===== src/rtl/axis_requantizer.sv =====
// axis_requantizer
// Two-stage AXI-Stream requantizer. Each 16-bit product lane is rounded,
// right-shifted by a per-packet shift amount and saturated to 8 bits.
// Saturated-lane and delivered-packet counters are kept for software.
module axis_requantizer #(
  parameter int LANES        = 16,
  parameter int PROD_WIDTH   = 16,
  parameter int SAMPLE_WIDTH = 8,
  parameter int SHIFT_WIDTH  = 4
) (
  input  logic                          CLK,
  input  logic                          resetn,
  input  logic                          s_axis_mm2s_tvalid,
  output logic                          s_axis_mm2s_tready,
  input  logic [LANES*PROD_WIDTH-1:0]   s_axis_mm2s_tdata,
  input  logic [LANES-1:0]              s_axis_mm2s_tkeep,
  input  logic                          s_axis_mm2s_tlast,
  input  logic [SHIFT_WIDTH-1:0]        shift,
  input  logic                          cnt_clr,
  output logic                          m_axis_tvalid,
  input  logic                          m_axis_tready,
  output logic [LANES*SAMPLE_WIDTH-1:0] m_axis_tdata,
  output logic [LANES-1:0]              m_axis_tkeep,
  output logic                          m_axis_tlast,
  output logic [31:0]                   sat_count,
  output logic [15:0]                   pkt_count
);

  // One extra bit so that p + rounding constant never overflows.
  localparam int T_WIDTH = PROD_WIDTH + 1;
  localparam int CNT_W   = $clog2(LANES + 1);
  localparam logic [T_WIDTH-1:0] SAT_MAX = T_WIDTH'((1 << SAMPLE_WIDTH) - 1);

  typedef enum logic {ST_IDLE, ST_IN_PKT} state_t;

  state_t                          r_state;
  state_t                          w_state_next;
  logic [SHIFT_WIDTH-1:0]          r_shift_q;

  // Stage 1: shifted lane values (already reflect the packet's shift)
  logic                            r_v1;
  logic [T_WIDTH-1:0]              r_t1 [LANES];
  logic [LANES-1:0]                r_keep1;
  logic                            r_last1;

  // Stage 2: saturated samples plus the beat's saturated-lane count
  logic                            r_v2;
  logic [LANES*SAMPLE_WIDTH-1:0]   r_data2;
  logic [LANES-1:0]                r_keep2;
  logic                            r_last2;
  logic [CNT_W-1:0]                r_sat_n2;

  logic [31:0]                     r_sat_count;
  logic [15:0]                     r_pkt_count;

  logic                            w_s_hs;
  logic                            w_m_hs;
  logic                            w_load2;
  logic [SHIFT_WIDTH-1:0]          w_shift_use;
  logic [T_WIDTH-1:0]              w_round;
  logic [T_WIDTH-1:0]              w_t [LANES];
  logic [LANES*SAMPLE_WIDTH-1:0]   w_out;
  logic [LANES-1:0]                w_sat;
  logic [CNT_W-1:0]                w_sat_n;

  // Accept while either stage has room or the pipe is about to move.
  assign s_axis_mm2s_tready = resetn & (~r_v1 | ~r_v2 | m_axis_tready);
  assign w_s_hs  = s_axis_mm2s_tvalid & s_axis_mm2s_tready;
  assign w_m_hs  = r_v2 & m_axis_tready;
  assign w_load2 = r_v1 & (~r_v2 | m_axis_tready);

  // The first beat of a packet uses the live shift; later beats use the latch.
  assign w_shift_use = (r_state == ST_IDLE) ? shift : r_shift_q;
  assign w_round = (w_shift_use == '0) ? '0
                 : (T_WIDTH'(1) << (w_shift_use - SHIFT_WIDTH'(1)));

  genvar gi;
  generate
    for (gi = 0; gi < LANES; gi++) begin : g_lane
      assign w_t[gi] = s_axis_mm2s_tkeep[gi]
        ? ((T_WIDTH'(s_axis_mm2s_tdata[gi*PROD_WIDTH +: PROD_WIDTH]) + w_round) >> w_shift_use)
        : '0;
      assign w_sat[gi] = r_keep1[gi] & (r_t1[gi] > SAT_MAX);
      assign w_out[gi*SAMPLE_WIDTH +: SAMPLE_WIDTH] =
        (r_t1[gi] > SAT_MAX) ? {SAMPLE_WIDTH{1'b1}} : r_t1[gi][SAMPLE_WIDTH-1:0];
    end
  endgenerate

  // Count saturated lanes of the beat sitting in stage 1.
  always_comb begin
    w_sat_n = '0;
    for (int i = 0; i < LANES; i++) begin
      w_sat_n = w_sat_n + CNT_W'(w_sat[i]);
    end
  end

  // Packet state: tlast on an accepted beat always ends the packet.
  always_comb begin
    w_state_next = r_state;
    if (w_s_hs) begin
      w_state_next = s_axis_mm2s_tlast ? ST_IDLE : ST_IN_PKT;
    end
  end

  // Packet state register and per-packet shift latch.
  always_ff @(posedge CLK or negedge resetn) begin
    if (!resetn) begin
      r_state   <= ST_IDLE;
      r_shift_q <= '0;
    end else begin
      r_state <= w_state_next;
      if (w_s_hs && r_state == ST_IDLE) begin
        r_shift_q <= shift;
      end
    end
  end

  // Stage 1: capture rounded/shifted lanes on input handshake.
  always_ff @(posedge CLK or negedge resetn) begin
    if (!resetn) begin
      r_v1    <= 1'b0;
      r_keep1 <= '0;
      r_last1 <= 1'b0;
      for (int i = 0; i < LANES; i++) begin
        r_t1[i] <= '0;
      end
    end else if (w_s_hs) begin
      r_v1    <= 1'b1;
      r_keep1 <= s_axis_mm2s_tkeep;
      r_last1 <= s_axis_mm2s_tlast;
      for (int i = 0; i < LANES; i++) begin
        r_t1[i] <= w_t[i];
      end
    end else if (w_load2) begin
      r_v1 <= 1'b0;
    end
  end

  // Stage 2: saturate and hold the output beat until it is taken.
  always_ff @(posedge CLK or negedge resetn) begin
    if (!resetn) begin
      r_v2     <= 1'b0;
      r_data2  <= '0;
      r_keep2  <= '0;
      r_last2  <= 1'b0;
      r_sat_n2 <= '0;
    end else if (w_load2) begin
      r_v2     <= 1'b1;
      r_data2  <= w_out;
      r_keep2  <= r_keep1;
      r_last2  <= r_last1;
      r_sat_n2 <= w_sat_n;
    end else if (w_m_hs) begin
      r_v2 <= 1'b0;
    end
  end

  // Software counters; a clear wins over any same-cycle increment.
  always_ff @(posedge CLK or negedge resetn) begin
    if (!resetn) begin
      r_sat_count <= '0;
      r_pkt_count <= '0;
    end else if (cnt_clr) begin
      r_sat_count <= '0;
      r_pkt_count <= '0;
    end else if (w_m_hs) begin
      r_sat_count <= r_sat_count + 32'(r_sat_n2);
      if (r_last2) begin
        r_pkt_count <= r_pkt_count + 16'd1;
      end
    end
  end

  assign m_axis_tvalid = r_v2;
  assign m_axis_tdata  = r_data2;
  assign m_axis_tkeep  = r_keep2;
  assign m_axis_tlast  = r_last2;
  assign sat_count     = r_sat_count;
  assign pkt_count     = r_pkt_count;

endmodule


===== config.mk =====
export PLATFORM = sky130hd
export DESIGN_NAME = axis_requantizer
export DESIGN_NICKNAME = d
export VERILOG_FILES = /design/src/rtl/axis_requantizer.sv
export SDC_FILE = /design/constraint.sdc
export NUM_CORES = 2
export LEC_CHECK = 0
export ABC_AREA = 1
export CAP_MARGIN = 20
export CORE_ASPECT_RATIO = 1.75
export CORE_UTILIZATION = 35
export DETAILED_ROUTE_END_ITERATION = 8
export DONT_BUFFER_PORTS = 1
export GPL_TIMING_DRIVEN = 0
export HOLD_SLACK_MARGIN = 0.08
export SLEW_MARGIN = 20
export SYNTH_ARGS = -nofsm -noshare
export SYNTH_HDL_FRONTEND = slang
export SYNTH_SLANG_ARGS = --single-unit

===== constraint.sdc =====
create_clock -name CLK -period 6.41 [get_ports CLK]
set_clock_uncertainty 0.15 [all_clocks]
set_input_delay 0.9615 -clock CLK [delete_from_list [all_inputs] [get_ports CLK]]
set_output_delay 0.9615 -clock CLK [all_outputs]
set_load 0.05 [all_outputs]

## Word-level counts from Yosys, hierarchy flattened

Index checks and enable logic that the tools add are counted.

| storage, ports and cells | value |
|---|---|
| bits in registers | 494 |
| bits in latches | 0 |
| RAM bits | 0 |
| bits in read-only memories | 0 |
| input port bits | 282 |
| output and inout bits | 195 |
| word-level logic and storage cells | 172 |
| memories | 0 |

| operators by class | value |
|---|---|
| $add $sub $neg | 34 |
| multiply operators | 0 |
| div/mod/pow operators | 0 |
| $lt $le $gt $ge | 16 |
| eq/ne operators | 0 |
| shifts and indexed selects | 17 |
| multiplexer cells | 44 |
| bitwise logic cells | 26 |
| reduce and logical (&&, ||, !) cells | 7 |

Operator list:

| operator | count |
|---|---|
| $mux 17 | 17 |
| $add 16x17->17 | 16 |
| $gt 17x8->1 const B | 16 |
| $shr 17x4->17 | 16 |
| $mux 8 | 16 |
| $mux 32 | 2 |
| $add 5x1->5 | 11 |
| $mux 16 | 3 |
| $add 32x5->32 | 1 |
| $and 1x1->1 | 20 |
| $shl 1x4->17 const A | 1 |
| $add 16x1->16 const B | 1 |
| $reduce_bool 2->1 | 4 |
| $add 4x1->5 | 1 |
| $mux 1 | 5 |
| $add 3x1->4 | 1 |
| $logic_not 4->1 | 1 |
| $mux 4 | 1 |
| $sub 4x1->4 const B | 1 |
| $add 2x1->3 | 1 |
| $not 1->1 | 3 |
| $or 1x1->1 | 3 |
| $add 1x1->2 | 1 |
| $reduce_and 2->1 | 1 |
| $logic_and 1x1->1 | 1 |

## Depth between registers and ports, before layout

| logic depth | value |
|---|---|
| word-level depth | 17 |
| depth in mapped cells | 29 |

## Least setup slack after synthesis

Ideal clock, no wire load.

| timing | value |
|---|---|
| path type | input to register |
| start point | input port shift[0] |
| end point | register r_t1[257] in the netlist's numbering |
| library setup time | 0.128 ns |
| data arrival time | 5.423 ns |
| path slack | 0.709 ns |
| cell stages on the path | 22 |
| cell sequence | inv_1 > o21ai_4 > inv_2 > nand2_2 > buf_4 > inv_1 > ha_1 > nand2_1 > nor2_1 > ha_1 > nand3_1 > nand3_1 > nand2_1 > nand2_1 > nand2_1 > nand3_1 > nand3_1 > nand3_1 > nand2_1 > nand2_1 > nand3_1 > nand3_1 |

| between the ends | value |
|---|---|
| cells in the longest elaborated chain, start to end | 7 |
| elaborated cells between the ends (all ways) | 8 |

RTL lines:

| what | line | source |
|---|---|---|
| start, declared | 18 | `input logic [SHIFT_WIDTH-1:0] shift,` |
| $mux 4 * | 73 | `assign w_shift_use = (r_state == ST_IDLE) ? shift : r_shift_q;` |
| $sub 4x1->4 | 75 | `: (T_WIDTH'(1) << (w_shift_use - SHIFT_WIDTH'(1)));` |
| $shl 1x4->17 | 75 |  |
| $mux 17 | 74 | `assign w_round = (w_shift_use == '0) ? '0` |
| $add 16x17->17 | 81 | `? ((T_WIDTH'(s_axis_mm2s_tdata[gi*PROD_WIDTH +: PROD_WIDTH]) + w_round) >> w_shift_use)` |
| $shr 17x4->17 * | 81 |  |
| $mux 17 * | 81 |  |
| end signal, assigned by index | 132 | `r_t1[i] <= w_t[i];` |
| end, declared | 42 | `logic [T_WIDTH-1:0] r_t1 [LANES];` |

Mark *: on every way between the ends. The rest lies on a longest branch, timed or not.
A chain may end at the register's enable or synchronous reset.

## Worst setup path after layout

| timing | value |
|---|---|
| start point | register r_state |
| end point | register r_t1[4] in the netlist's numbering |

| between the ends | value |
|---|---|
| cells in the longest elaborated chain, start to end | 7 |
| elaborated cells between the ends (all ways) | 8 |

RTL lines:

| what | line | source |
|---|---|---|
| start, declared | 36 | `state_t r_state;` |
| start signal, assigned | 111 | `r_state <= w_state_next;` |
| $mux 4 * | 73 |  |
| $sub 4x1->4 | 75 |  |
| $shl 1x4->17 | 75 |  |
| $mux 17 | 74 |  |
| $add 16x17->17 | 81 |  |
| $shr 17x4->17 * | 81 |  |
| $mux 17 * | 81 |  |

Marks and branches as above.

==> flow_metrics.env <==
export IMPL_ant_nets=0
export IMPL_max_vdd_ir_drop_uv=304.2
export IMPL_cts_root_buf="clkbuf_16"
export IMPL_synth_top_family_by_area="simple AND/OR/NAND/NOR gates"
export IMPL_clock_path_buffers=3
export IMPL_synth_nets=8287
export IMPL_drt_iter0_markers=6700
export IMPL_critPathCapture="r_t1[4]"
export IMPL_post_route_period_util_pct=99.67
export IMPL_synth_simple_area_share_pct=46.91
export IMPL_worstSetupEndpointType="flip-flop"
export IMPL_fin_cells=9536
export IMPL_cts_buffers_inserted=39
export IMPL_clkLatencyLatePin_ns=0.58
export IMPL_crit_slowest_cell="nor2_4"
export IMPL_dpl_worst_slack_ns=-0.7764
export IMPL_cp_max_fo=10
export IMPL_outcome="finished clean"
export IMPL_period_minus_slack_ns=6.389
export IMPL_yosys_area_top_type="dfrtp_1"
export IMPL_layout_drive_gt1_share_pct=4.473
export IMPL_fin_util_pct=38.74
export IMPL_critPathMaxStageDelay_ns=0.68
export IMPL_worst_path_most_repeated_cell="nand2_1"
export IMPL_initial_core_util_pct=35.26
export IMPL_cap_violations=0
export IMPL_reg2regPathDepth=24
export IMPL_critical_path_cell_chain="buf_6 > inv_2 > or2_1 > o21ai_4 > buf_2 > clkbuf_4 > buf_4 > ha_1 > nand3_1 > nor2_4 > ha_1 > nand2_1 > nand3_1 > nand2_1 > nand2_1 > nand2_1 > nand3_1 > nand3_1 > nand3_1 > nand2_1 > inv_1 > a21oi_1 > nand2_1 > nand2_1"
export IMPL_pwr_density_cell_mw_per_mm2=421.5
export IMPL_r2r_end="r_t1[4]"
export IMPL_slew_violations=0
export IMPL_synth_compound_area_share_pct=7.589
export IMPL_fillCellCount=14710
export IMPL_die_h_um=483.1
export IMPL_drc=0
export IMPL_crit_required_ns=6.77
export IMPL_firstDrtPassIters=8
export IMPL_multi_input_area_mm2=0.02967
export IMPL_ios=477
export IMPL_mostFrequentLayoutCells="2817 x nand2_1, 1413 x nand3_1, 838 x inv_1"
export IMPL_avgSynthCellArea_um2=6.004
export IMPL_reg2reg_slack_ns=0.02
export IMPL_hold_viol=0
export IMPL_regArea_mm2=0.01236
export IMPL_synth_top_area_share_pct=26.71
export IMPL_grt_pass1_wl_um=399400
export IMPL_finalSetupViolations=0
export IMPL_clkSinkCount=494
export IMPL_detail_route_wl_per_cell_um=30.80
export IMPL_crit_start="r_state"
export IMPL_cts_tree="done"
export IMPL_total_power_mw=21.43
export IMPL_worst_setup_path_start_kind="flip-flop"
export IMPL_setup_slack_ns=0.02104
export IMPL_htree_levels=2
export IMPL_die_area_mm2=0.1337
export IMPL_place_congestion=1.106
export IMPL_via_count=55450
export IMPL_finalWirelength_um=293700
export IMPL_num_rows=176
export IMPL_synth_adder_area_share_pct=8.440
export IMPL_place_port_buffers=0
export IMPL_ys_types=54
export IMPL_yosys_warnings=0
export IMPL_synth_xor_area_share_pct=0.7759
export IMPL_arrival_ns=6.75
export IMPL_grt_start_max_net_pins=496
export IMPL_worst_slew_pin_slew_ns=1.303
export IMPL_yosys_top_cells_area="dfrtp_1 27%, nand2_1 23%, nand3_1 15%, ha_1 7.3%, inv_1 6.8%"
export IMPL_antenna_found_initial=28
export IMPL_dp_hpwl_um=237900
export IMPL_ys_ff_latch=494
export IMPL_nets=8376
export IMPL_rsz0062_at_grt="no"
export IMPL_overflow=0
export IMPL_synthMuxAreaShare_pct=0.09462
export IMPL_synthToLayoutAreaGrowth_pct=9.870
export IMPL_leakage_nw=28.23
export IMPL_viasPerCell=5.815
export IMPL_hold_class="in -> async"
export IMPL_synthCells=7709
export IMPL_place_inst=9436
export IMPL_syn_area_mm2=0.04628
export IMPL_grt_pass1_vias=51970
export IMPL_slew_headroom_pct=13.16
export IMPL_seq_area_frac_synth_pct=26.71
export IMPL_cts_clk_slew_worst_paths_ns=0.08
export IMPL_fmax_mhz=156.5
export IMPL_reg2reg_from="r_state"
export IMPL_die_width_um=276.9
export IMPL_grt_usage_pct=42.60
export IMPL_core_mm2=0.1312
export IMPL_layout_commonest_cell="nand2_1"
export IMPL_critPathKind="reg -> reg"
-- metal layers --
layer	vias up	GRT usage [%]	routed length [um]
met3	935	11.57	29900
met4	18	31.46	26240
li1	25130	-	-
met2	3273	66.95	128100
met5	-	0	134
met1	26100	49.58	109300
-- synthesized netlist by cell type (all sizes together) --
| cell type | number |
|---|---|
| fa | 27 |
| o22ai | 3 |
| nand4 | 72 |
| o31ai | 8 |
| o31a | 4 |
| nand3 | 1413 |
| xor2 | 32 |
| ha | 269 |
| nand3b | 36 |
| a31oi | 2 |
| nor3 | 65 |
| o21a | 7 |
| clkbuf | 97 |
| buf | 163 |
| a21oi | 397 |
| a22o | 3 |
| o21ai | 192 |
| o211a | 1 |
| and3 | 1 |
| a211oi | 1 |
| mux2i | 1 |
| clkinv | 2 |
| a31o | 1 |
| o41ai | 4 |
| o221a | 1 |
| and2 | 42 |
| o21bai | 9 |
| nor4 | 22 |
| mux2 | 3 |
| or2 | 14 |
| dfrtp | 494 |
| a32o | 11 |
| nand2 | 2821 |
| xnor2 | 9 |
| nor2 | 622 |
| a22oi | 4 |
| o211ai | 2 |
| inv | 854 |
-- area by class of cell --
type / instances / area share (%)
Sequential cell: 494 / 24.31
Tap cell: 1691 / 4.161
Buffer: 260 / 2.406
Clock buffer: 52 / 2.217
Multi-Input combinational cell: 6099 / 58.35
Timing Repair Buffer: 48 / 1.651
Inverter: 856 / 6.329
Antenna cell: 21 / 0.1033
Clock inverter: 15 / 0.4774
-- worst max-delay path: cells and delay by family, from the launching register on --
| family | cells | cell delay [ns] |
|---|---|---|
| flops | 1 | 0.35 |
| fa+ha+maj | 2 | 0.78 |
| simple gates | 14 | 2.74 |
| buf+inv | 6 | 1.60 |
| compound gates | 2 | 0.63 |
-- power by group --
part | total (mW) | switching (mW) | internal [mW]
registers | 6.07 | 2.15 | 3.92
logic | 12.7 | 9.53 | 3.13
clock network | 2.70 | 1.21 | 1.49
total | 21.4 | 12.9 | 8.54
-- registers in the layout (all words and copies together), names as in the netlist, 4 cells and up --
register,cells
r_sat_n2,5
m_axis_tkeep,16
r_t1,272
r_keep1,16
sat_count,32
m_axis_tdata,128
pkt_count,16
r_shift_q,4
-- how the worst min path moves through the flow --
stage | from | end | slack, ns | cells after the start
final | resetn | m_axis_tdata[102] | 0.22 | 1
after global routing | resetn | r_t1[19] | 0.31 | 1
after CTS | resetn | m_axis_tdata[105] | -0.06 | 0
after detailed placement | r_t1[214] | r_t1[214] | 0.32 | 2
after global placement | r_t1[129] | r_t1[129] | 0.31 | 2
after floorplan | r_t1[152] | r_t1[152] | 0.30 | 2
-- kinds of logic (layout without fill, tap and decap cells) --
group / Yosys count / count (layout)
AOI/OAI and AO/OA: 650 / 650
xor gates and xnor gates: 41 / 41
adders and majority gates: 296 / 296
buffers and inverters: 1116 / 1231
DFF: 494 / 494
muxes: 4 / 4
other: 0 / 21
and+or+nand+nor: 5108 / 5108
-- through the flow --
stage | setup TNS [ns] | hold WS [ns] | area (um2)
after detailed placement | -84.49 | 0.3161 | 49210
after global routing | 0 | 0.3099 | 50800
after floorplan | 0 | 0.2978 | 46280
final | 0 | 0.2203 | 50850
after CTS | 0 | -0.06418 | 50590
after global placement | -1328.59 | 0.3136 | 48400
-- what timing repair did --
action | CTS | global route
endpoints found under the setup margin | 80 | 105
buffers inserted | 0 | 6
gates cloned | 0 | 0
hold endpoints to repair | 494 | 26
pin swaps | 0 | 3
gates resized for setup | 3 | 4
No activity file was read; power rests on OpenSTA's default activity.
